## src/rtl/spi_xfer_seq_pkg.sv

```systemverilog
// ---------------------------------------------------------------------------
// spi_xfer_seq_pkg
//   Shared definitions for the SPI transfer sequencer:
//     - state_t        : per-byte program states
//     - ADDR_*         : SPI controller register map
//     - CTRL_*         : bit positions inside the controller CTRL register
//     - ctrl_word()    : builds the CTRL value that starts a master transfer
// ---------------------------------------------------------------------------
package spi_xfer_seq_pkg;

   typedef enum logic [2:0] {
      IDLE      = 3'd0,
      CFG_DIV   = 3'd1,
      LOAD      = 3'd2,
      ENABLE    = 3'd3,
      WAIT_BUSY = 3'd4,
      WAIT_DONE = 3'd5,
      READ      = 3'd6,
      DISABLE   = 3'd7
   } state_t;

   localparam logic [7:0] ADDR_CTRL   = 8'h00;
   localparam logic [7:0] ADDR_STATUS = 8'h04;
   localparam logic [7:0] ADDR_TXDATA = 8'h08;
   localparam logic [7:0] ADDR_RXDATA = 8'h0C;
   localparam logic [7:0] ADDR_CLKDIV = 8'h10;

   localparam int CTRL_EN   = 0;
   localparam int CTRL_MODE = 1;
   localparam int CTRL_LSB  = 2;

   // Enable + master mode, with the requested bit order.
   function automatic logic [7:0] ctrl_word(input logic lsb_first);
      logic [7:0] w;
      w           = 8'h00;
      w[CTRL_EN]  = 1'b1;
      w[CTRL_MODE] = 1'b1;
      w[CTRL_LSB] = lsb_first;
      return w;
   endfunction

endpackage

```

## src/rtl/spi_xfer_seq_fifo.sv

```systemverilog
// ---------------------------------------------------------------------------
// spi_xfer_seq_fifo
//   Synchronous FIFO holding TX bytes until the sequencer loads them.
//   Ports:
//     clk, reset_n   : clock, asynchronous active-low reset (empties FIFO)
//     push/push_data : write one entry (caller guarantees !full)
//     pop            : drop the head entry (caller guarantees !empty)
//     head           : current head entry
//     full, empty    : occupancy flags
// ---------------------------------------------------------------------------
module spi_xfer_seq_fifo #(
   parameter int DATA_W = 8,
   parameter int DEPTH  = 4
) (
   input  logic              clk,
   input  logic              reset_n,
   input  logic              push,
   input  logic [DATA_W-1:0] push_data,
   input  logic              pop,
   output logic [DATA_W-1:0] head,
   output logic              full,
   output logic              empty
);

   localparam int AW = (DEPTH > 1) ? $clog2(DEPTH) : 1;

   // One extra pointer bit distinguishes full from empty when indices match.
   logic [AW:0]       wr_ptr;
   logic [AW:0]       rd_ptr;
   logic [DATA_W-1:0] mem [DEPTH];

   always_ff @(posedge clk or negedge reset_n) begin
      if (!reset_n) begin
         wr_ptr <= '0;
         rd_ptr <= '0;
      end else begin
         if (push) wr_ptr <= wr_ptr + (AW+1)'(1);
         if (pop)  rd_ptr <= rd_ptr + (AW+1)'(1);
      end
   end

   // Storage carries data only; occupancy is defined by the pointers.
   always_ff @(posedge clk) begin
      if (push) mem[wr_ptr[AW-1:0]] <= push_data;
   end

   assign head  = mem[rd_ptr[AW-1:0]];
   assign empty = (wr_ptr == rd_ptr);
   assign full  = (wr_ptr[AW] != rd_ptr[AW]) && (wr_ptr[AW-1:0] == rd_ptr[AW-1:0]);

endmodule

```

## src/rtl/spi_xfer_seq.sv

```systemverilog
// ---------------------------------------------------------------------------
// spi_xfer_seq
//   Byte-stream front end for the SPI controller. TX bytes are buffered in a
//   FIFO; for each byte the FSM runs a fixed register program on the
//   controller bus (CLKDIV, TXDATA, CTRL enable, wait, read RXDATA, CTRL
//   disable) and returns the received byte on a valid/ready stream.
//
//   The bus action belonging to a state is registered on entry to that state,
//   so spi_reg_* show that state's access for exactly the cycles it is active.
//
//   Optional feature macro: SPI_XFER_SEQ_TIMEOUT_EN
//     defined   : WAIT_BUSY / WAIT_DONE abort after TIMEOUT_CYCLES cycles,
//                 setting sticky err_timeout (cleared by err_clr).
//     undefined : waits are unbounded, err_timeout is 0, err_clr ignored.
//
//   Ports:
//     clk, reset_n            : clock, asynchronous active-low reset
//     cfg_clk_div, cfg_lsb_first : controller configuration
//     tx_valid/tx_data/tx_ready  : TX byte stream in
//     rx_valid/rx_data/rx_ready  : RX byte stream out
//     busy                    : program in progress
//     err_timeout, err_clr    : sticky timeout flag and its clear
//     spi_cs_n                : chip select, low for the whole program
//     spi_reg_addr/write/wdata/rdata : controller register bus
//     spi_ready               : controller transfer-ready status
// ---------------------------------------------------------------------------
module spi_xfer_seq
   import spi_xfer_seq_pkg::*;
#(
   parameter int FIFO_DEPTH     = 4,
   parameter int TIMEOUT_CYCLES = 1024
) (
   input  logic       clk,
   input  logic       reset_n,
   input  logic [7:0] cfg_clk_div,
   input  logic       cfg_lsb_first,
   input  logic       tx_valid,
   input  logic [7:0] tx_data,
   output logic       tx_ready,
   output logic       rx_valid,
   output logic [7:0] rx_data,
   input  logic       rx_ready,
   output logic       busy,
   output logic       err_timeout,
   input  logic       err_clr,
   output logic       spi_cs_n,
   output logic [7:0] spi_reg_addr,
   output logic       spi_reg_write,
   output logic [7:0] spi_reg_wdata,
   input  logic [7:0] spi_reg_rdata,
   input  logic       spi_ready
);

   state_t     state;
   logic       fifo_full;
   logic       fifo_empty;
   logic [7:0] fifo_head;
   logic       fifo_push;
   logic       fifo_pop;

   assign tx_ready  = !fifo_full;
   assign fifo_push = tx_valid && tx_ready;
   assign fifo_pop  = (state == LOAD);

   spi_xfer_seq_fifo #(
      .DATA_W (8),
      .DEPTH  (FIFO_DEPTH)
   ) u_fifo (
      .clk       (clk),
      .reset_n   (reset_n),
      .push      (fifo_push),
      .push_data (tx_data),
      .pop       (fifo_pop),
      .head      (fifo_head),
      .full      (fifo_full),
      .empty     (fifo_empty)
   );

`ifdef SPI_XFER_SEQ_TIMEOUT_EN
   localparam int TW = (TIMEOUT_CYCLES > 2) ? $clog2(TIMEOUT_CYCLES) : 1;
   localparam logic [TW-1:0] TMO_LAST = TW'(TIMEOUT_CYCLES - 1);

   logic [TW-1:0] tmo_cnt;
   logic          err_q;

   assign err_timeout = err_q;
`else
   logic unused_tmo_cfg;

   assign err_timeout    = 1'b0;
   assign unused_tmo_cfg = err_clr ^ (TIMEOUT_CYCLES > 0);
`endif

   always_ff @(posedge clk or negedge reset_n) begin
      if (!reset_n) begin
         state         <= IDLE;
         spi_cs_n      <= 1'b1;
         spi_reg_write <= 1'b0;
         spi_reg_addr  <= ADDR_STATUS;
         spi_reg_wdata <= 8'h00;
         rx_valid      <= 1'b0;
         rx_data       <= 8'h00;
         busy          <= 1'b0;
`ifdef SPI_XFER_SEQ_TIMEOUT_EN
         tmo_cnt       <= '0;
         err_q         <= 1'b0;
`endif
      end else begin
         spi_reg_write <= 1'b0;

         // Consumer handshake; READ below may reload in the same cycle.
         if (rx_valid && rx_ready) rx_valid <= 1'b0;

`ifdef SPI_XFER_SEQ_TIMEOUT_EN
         // A timeout assigned later in this block overrides the clear.
         if (err_clr) err_q <= 1'b0;
`endif

         case (state)
            IDLE: begin
               if (!fifo_empty) begin
                  state         <= CFG_DIV;
                  spi_cs_n      <= 1'b0;
                  busy          <= 1'b1;
                  spi_reg_addr  <= ADDR_CLKDIV;
                  spi_reg_wdata <= cfg_clk_div;
                  spi_reg_write <= 1'b1;
               end
            end
            CFG_DIV: begin
               state         <= LOAD;
               spi_reg_addr  <= ADDR_TXDATA;
               spi_reg_wdata <= fifo_head;
               spi_reg_write <= 1'b1;
            end
            LOAD: begin
               state         <= ENABLE;
               spi_reg_addr  <= ADDR_CTRL;
               spi_reg_wdata <= ctrl_word(cfg_lsb_first);
               spi_reg_write <= 1'b1;
            end
            ENABLE: begin
               state        <= WAIT_BUSY;
               spi_reg_addr <= ADDR_STATUS;
`ifdef SPI_XFER_SEQ_TIMEOUT_EN
               tmo_cnt      <= '0;
`endif
            end
            WAIT_BUSY: begin
               if (!spi_ready) begin
                  state <= WAIT_DONE;
`ifdef SPI_XFER_SEQ_TIMEOUT_EN
                  tmo_cnt <= '0;
               end else if (tmo_cnt == TMO_LAST) begin
                  err_q         <= 1'b1;
                  state         <= DISABLE;
                  spi_reg_addr  <= ADDR_CTRL;
                  spi_reg_wdata <= 8'h00;
                  spi_reg_write <= 1'b1;
               end else begin
                  tmo_cnt <= tmo_cnt + TW'(1);
`endif
               end
            end
            WAIT_DONE: begin
               if (spi_ready) begin
                  state        <= READ;
                  spi_reg_addr <= ADDR_RXDATA;
`ifdef SPI_XFER_SEQ_TIMEOUT_EN
               end else if (tmo_cnt == TMO_LAST) begin
                  err_q         <= 1'b1;
                  state         <= DISABLE;
                  spi_reg_addr  <= ADDR_CTRL;
                  spi_reg_wdata <= 8'h00;
                  spi_reg_write <= 1'b1;
               end else begin
                  tmo_cnt <= tmo_cnt + TW'(1);
`endif
               end
            end
            READ: begin
               // Stall here while the previous RX byte is still unclaimed.
               if (!rx_valid || rx_ready) begin
                  rx_data       <= spi_reg_rdata;
                  rx_valid      <= 1'b1;
                  state         <= DISABLE;
                  spi_reg_addr  <= ADDR_CTRL;
                  spi_reg_wdata <= 8'h00;
                  spi_reg_write <= 1'b1;
               end
            end
            DISABLE: begin
               state        <= IDLE;
               spi_cs_n     <= 1'b1;
               busy         <= 1'b0;
               spi_reg_addr <= ADDR_STATUS;
            end
            default: begin
               state <= IDLE;
            end
         endcase
      end
   end

endmodule

```

## config.mk

```make
export PLATFORM = sky130hd
export DESIGN_NAME = spi_xfer_seq
export DESIGN_NICKNAME = d
export VERILOG_FILES = /design/src/rtl/spi_xfer_seq_pkg.sv /design/src/rtl/spi_xfer_seq_fifo.sv /design/src/rtl/spi_xfer_seq.sv
export SDC_FILE = /design/constraint.sdc
export NUM_CORES = 1
export LEC_CHECK = 0
export ABC_AREA = 1
export BUFFER_PORTS_ARGS = -buffer_cell sky130_fd_sc_hd__buf_2
export CAP_MARGIN = 10
export CORE_MARGIN = 5
export CORE_UTILIZATION = 25
export DETAILED_ROUTE_END_ITERATION = 8
export PLACE_DENSITY = 0.51
export SKIP_LAST_GASP = 1
export SYNTH_ARGS = -nofsm -noshare
export SYNTH_HDL_FRONTEND = slang
export SYNTH_SLANG_ARGS = --single-unit
```

## constraint.sdc

```tcl
create_clock -name clk -period 1.56 [get_ports clk]
set_input_delay 0.078 -clock clk [delete_from_list [all_inputs] [get_ports clk]]
set_output_delay 0.078 -clock clk [all_outputs]
set_load 0.005 [all_outputs]
```

==> reports/qor.yml <==
run_status:
  status: "completed"
detailed_routing:
  vias_per_cell: 4.06
  vias: 2364
  drt_wl_total_mm: 7.27
  top_layer: "met4"
  wl_met2_mm: 3.56
  drt_iter0_markers: 88
  antenna_left: 0
  route.met3.wl_um: 343
  dr.pass1.iters: 4
  wl_per_cell_um: 12.5
  drc: 0
  wl_met1_mm: 3.24
place:
  io_buffers: 53
  hpwlAfterDp_mm: 5.28
  place.gp.congestion: 0.806
  dpl_cell_area_um2: 3730
synthesis:
  synth-seq-area-share_pct: 56.5
  synth-seq-cells: 64
  synth-edff-count: 32
  syn-cell-area_um2: 3120
  syn_inst: 307
  async_flop_share_pct: 50.0
  synth_top_area_share_pct: 30.8
  synth_top_area_cell: "edfxtp_1"
  avgSynthCellArea_um2: 10.2
  ys_top_cells_by_area: "edfxtp_1 (31%), dfrtp_1 (24%), nand2_1 (13%)"
  synth_warnings: 0
  ys.flop_type: "edfxtp_1"
  synth.distinct_cells: 31
worst_setup_path:
  criticalPathCategory: "flop to flop"
  critPathTopFamily: "flip-flops"
  endpoint_kind: "flop"
  crit_chain: "buf_4, ha_4, nand2_2, clkinv_2, nand2_8, mux2_4"
  critPathRequiredTime_ps: 1770
  cpPeakStageDelay_ps: 390
  slowest_stage: "dfrtp_1"
  cp_max_fo: 9
  arrival_ps: 1710
  cp-start-kind: "flop"
  path_buf_inv: 2
finish:
  drive_gt1_share_pct: 35.5
  diodes: 0
  area_growth_syn_to_layout_pct: 37.5
  utilization_pct: 35.5
  fill_cells: 1266
  final_nets: 451
  final_cell_area_um2: 4300
floorplan:
  fp.coreArea_um2: 12100
  dieArea_um2: 14800
  die_h_um: 122
  start_util_pct: 25.8
  rows: 40
  ios: 61
  die_w_um: 122
grt:
  grt_antenna_before_repair: 0
  grt_pass1_wl_mm: 12.2
  grtUsageTotal_pct: 10.5
  overflow: 0
  grt_pass1_vias: 2475
  grt_max_degree: 33
sta:
  finalCriticalPeriod_ps: 1500
  fin_crit_sh_pct: 95.9
  setup_viol: 0
  slew_viol_final: 0
  hold_violations: 0
  clock.fmax_ghz: 0.668
  rsz0062_at_grt: "yes"
  worst_clock_skew_ps: 3.99
power:
  powerDensity_nw_per_um2: 2040
  power_leakage_nw: 2.05
  irDropWorstVdd_uv: 602
clock_network:
  cts_tree: "done"
  clock_sinks: 64
  root_buffer: "clkbuf_16"
  insertion_delay_ps: 330
  htree_levels: 3
  clockBufferDepth: 2
  numCtsBuffers: 9
  clk_pin_slew_worst_paths_ps: 50
flow_run:
  maxCapViolCount: 0
worst_hold_path:
  min_path_type: "input pin to flop"
## cells by family (layout without fill, tap and decap cells)
logic type | Yosys count | in the layout | synth area share (%)
buffers and inverters | 38 | 140 | 5.89
muxes | 8 | 8 | 3.84
xor gates and xnor gates | 3 | 3 | 0.841
other | 1 | 6 | 0.120
and+or+nand+nor | 174 | 174 | 27.1
adders and majority gates | 11 | 11 | 4.41
AOI/OAI and AO/OA | 8 | 8 | 1.36
DFF | 64 | 64 | 56.5
## area by class of cell
type	instances	area, um2	area share (%)
Sequential cell	64	1770	41.1
Clock inverter	5	81.3	1.89
Multi-Input combinational cell	210	1240	28.9
Tap cell	168	210	4.89
Clock buffer	11	243	5.65
Inverter	28	111	2.59
Timing Repair Buffer	96	642	14.9
## layout by cell type (no fill, tap or decap), types with 8 or more instances in the layout
master / instances
clkbuf_16: 9
edfxtp_1: 32
inv_1: 18
nand3_1: 23
dlygate4sd3_1: 17
inv_2: 8
nand2_1: 108
nand2_2: 8
buf_2: 53
dfrtp_1: 29
buf_4: 23
mux2_4: 8
nor2_1: 9
## synthesized netlist by cell type (2+ instances only)
cell and number:
edfxtp_1 32, mux2_4 8, a31oi_1 2, nand4_1 5, dfstp_2 2, nor2_4 4
xor2_1 2, buf_4 9, dfrtp_1 30, nand2_4 3, o21ai_0 5, nand3_1 23
nor2_1 13, ha_1 11, nand2_1 109, inv_1 19, nand3_2 3, inv_2 7
nand2_2 8
## timing repair
action	in CTS	in global routing
hold buffers	17	0
setup buffers	0	1
hold endpoints to repair	70	0
resized for setup	1	17
pin swaps	0	3
endpoints found under the setup margin	6	54
## routing by layer
metal  vias to the layer above  global-route usage, %
met4                         0                   3.01
met2                        53                   18.2
met5                         -                      0
met1                      1107                   12.6
met3                        13                   3.30
li1                       1191                      -
## registers in the layout, indices dropped and copies added (netlist names)
register       flops
spi_reg_addr       3
u_fifo.mem        32
rx_data            8
rx_valid           1
u_fifo.wr_ptr      3
busy               1
state              3
u_fifo.rd_ptr      3
spi_cs_n           1
spi_reg_write      1
spi_reg_wdata      8
## tightest hold or removal path, cell delays in order
cell     delay (ps)
buf_2            80
nand2_1          40
nand2_1          50
nand2_1          40
nand2_1          40
## path summary, 6_finish.rpt
| kind | from | end | slack [ps] | depth (start not counted) |
|---|---|---|---|---|
| min in group asynchronous | reset_n | u_fifo.wr_ptr[1] | 310 | 3 |
| worst max register to register | state[1] | rx_data[0] | 60 | 6 |
| worst min register to register | spi_reg_addr[2] | spi_reg_addr[2] | 460 | 2 |
| worst max-delay path | state[1] | rx_data[0] | 60 | 6 |
| max in group asynchronous | reset_n | spi_cs_n | 910 | 3 |
| worst min-delay path | cfg_clk_div[5] | spi_reg_wdata[5] | 40 | 5 |
## stage by stage
step / std cells / setup slack, ps / total power, W / setup TNS, ps / hold slack [ps]
CTS: 581 / 5.52 / 0.00879 / 0 / 35.8
detailed placement: 548 / 7.95 / 0.00652 / 0 / 148
global placement: 548 / 43.6 / 0.00646 / 0 / 146
finish: 582 / 63.2 / 0.00876 / 0 / 44.1
global route: 582 / -23.0 / 0.00950 / -27.9 / 72.7
floorplan: 312 / -99.4 / 0.00516 / -3180 / -218
## power breakdown
group | switching [W] | total (W) | leakage (nW) | internal [W]
clock | 0.000727 | 0.00217 | 0.156 | 0.00144
combinational | 0.00221 | 0.00388 | 1.21 | 0.00168
sequential | 0.000314 | 0.00272 | 0.681 | 0.00240
total | 0.00325 | 0.00876 | 2.05 | 0.00552
Note: power is estimated with default switching activity, not from simulation.
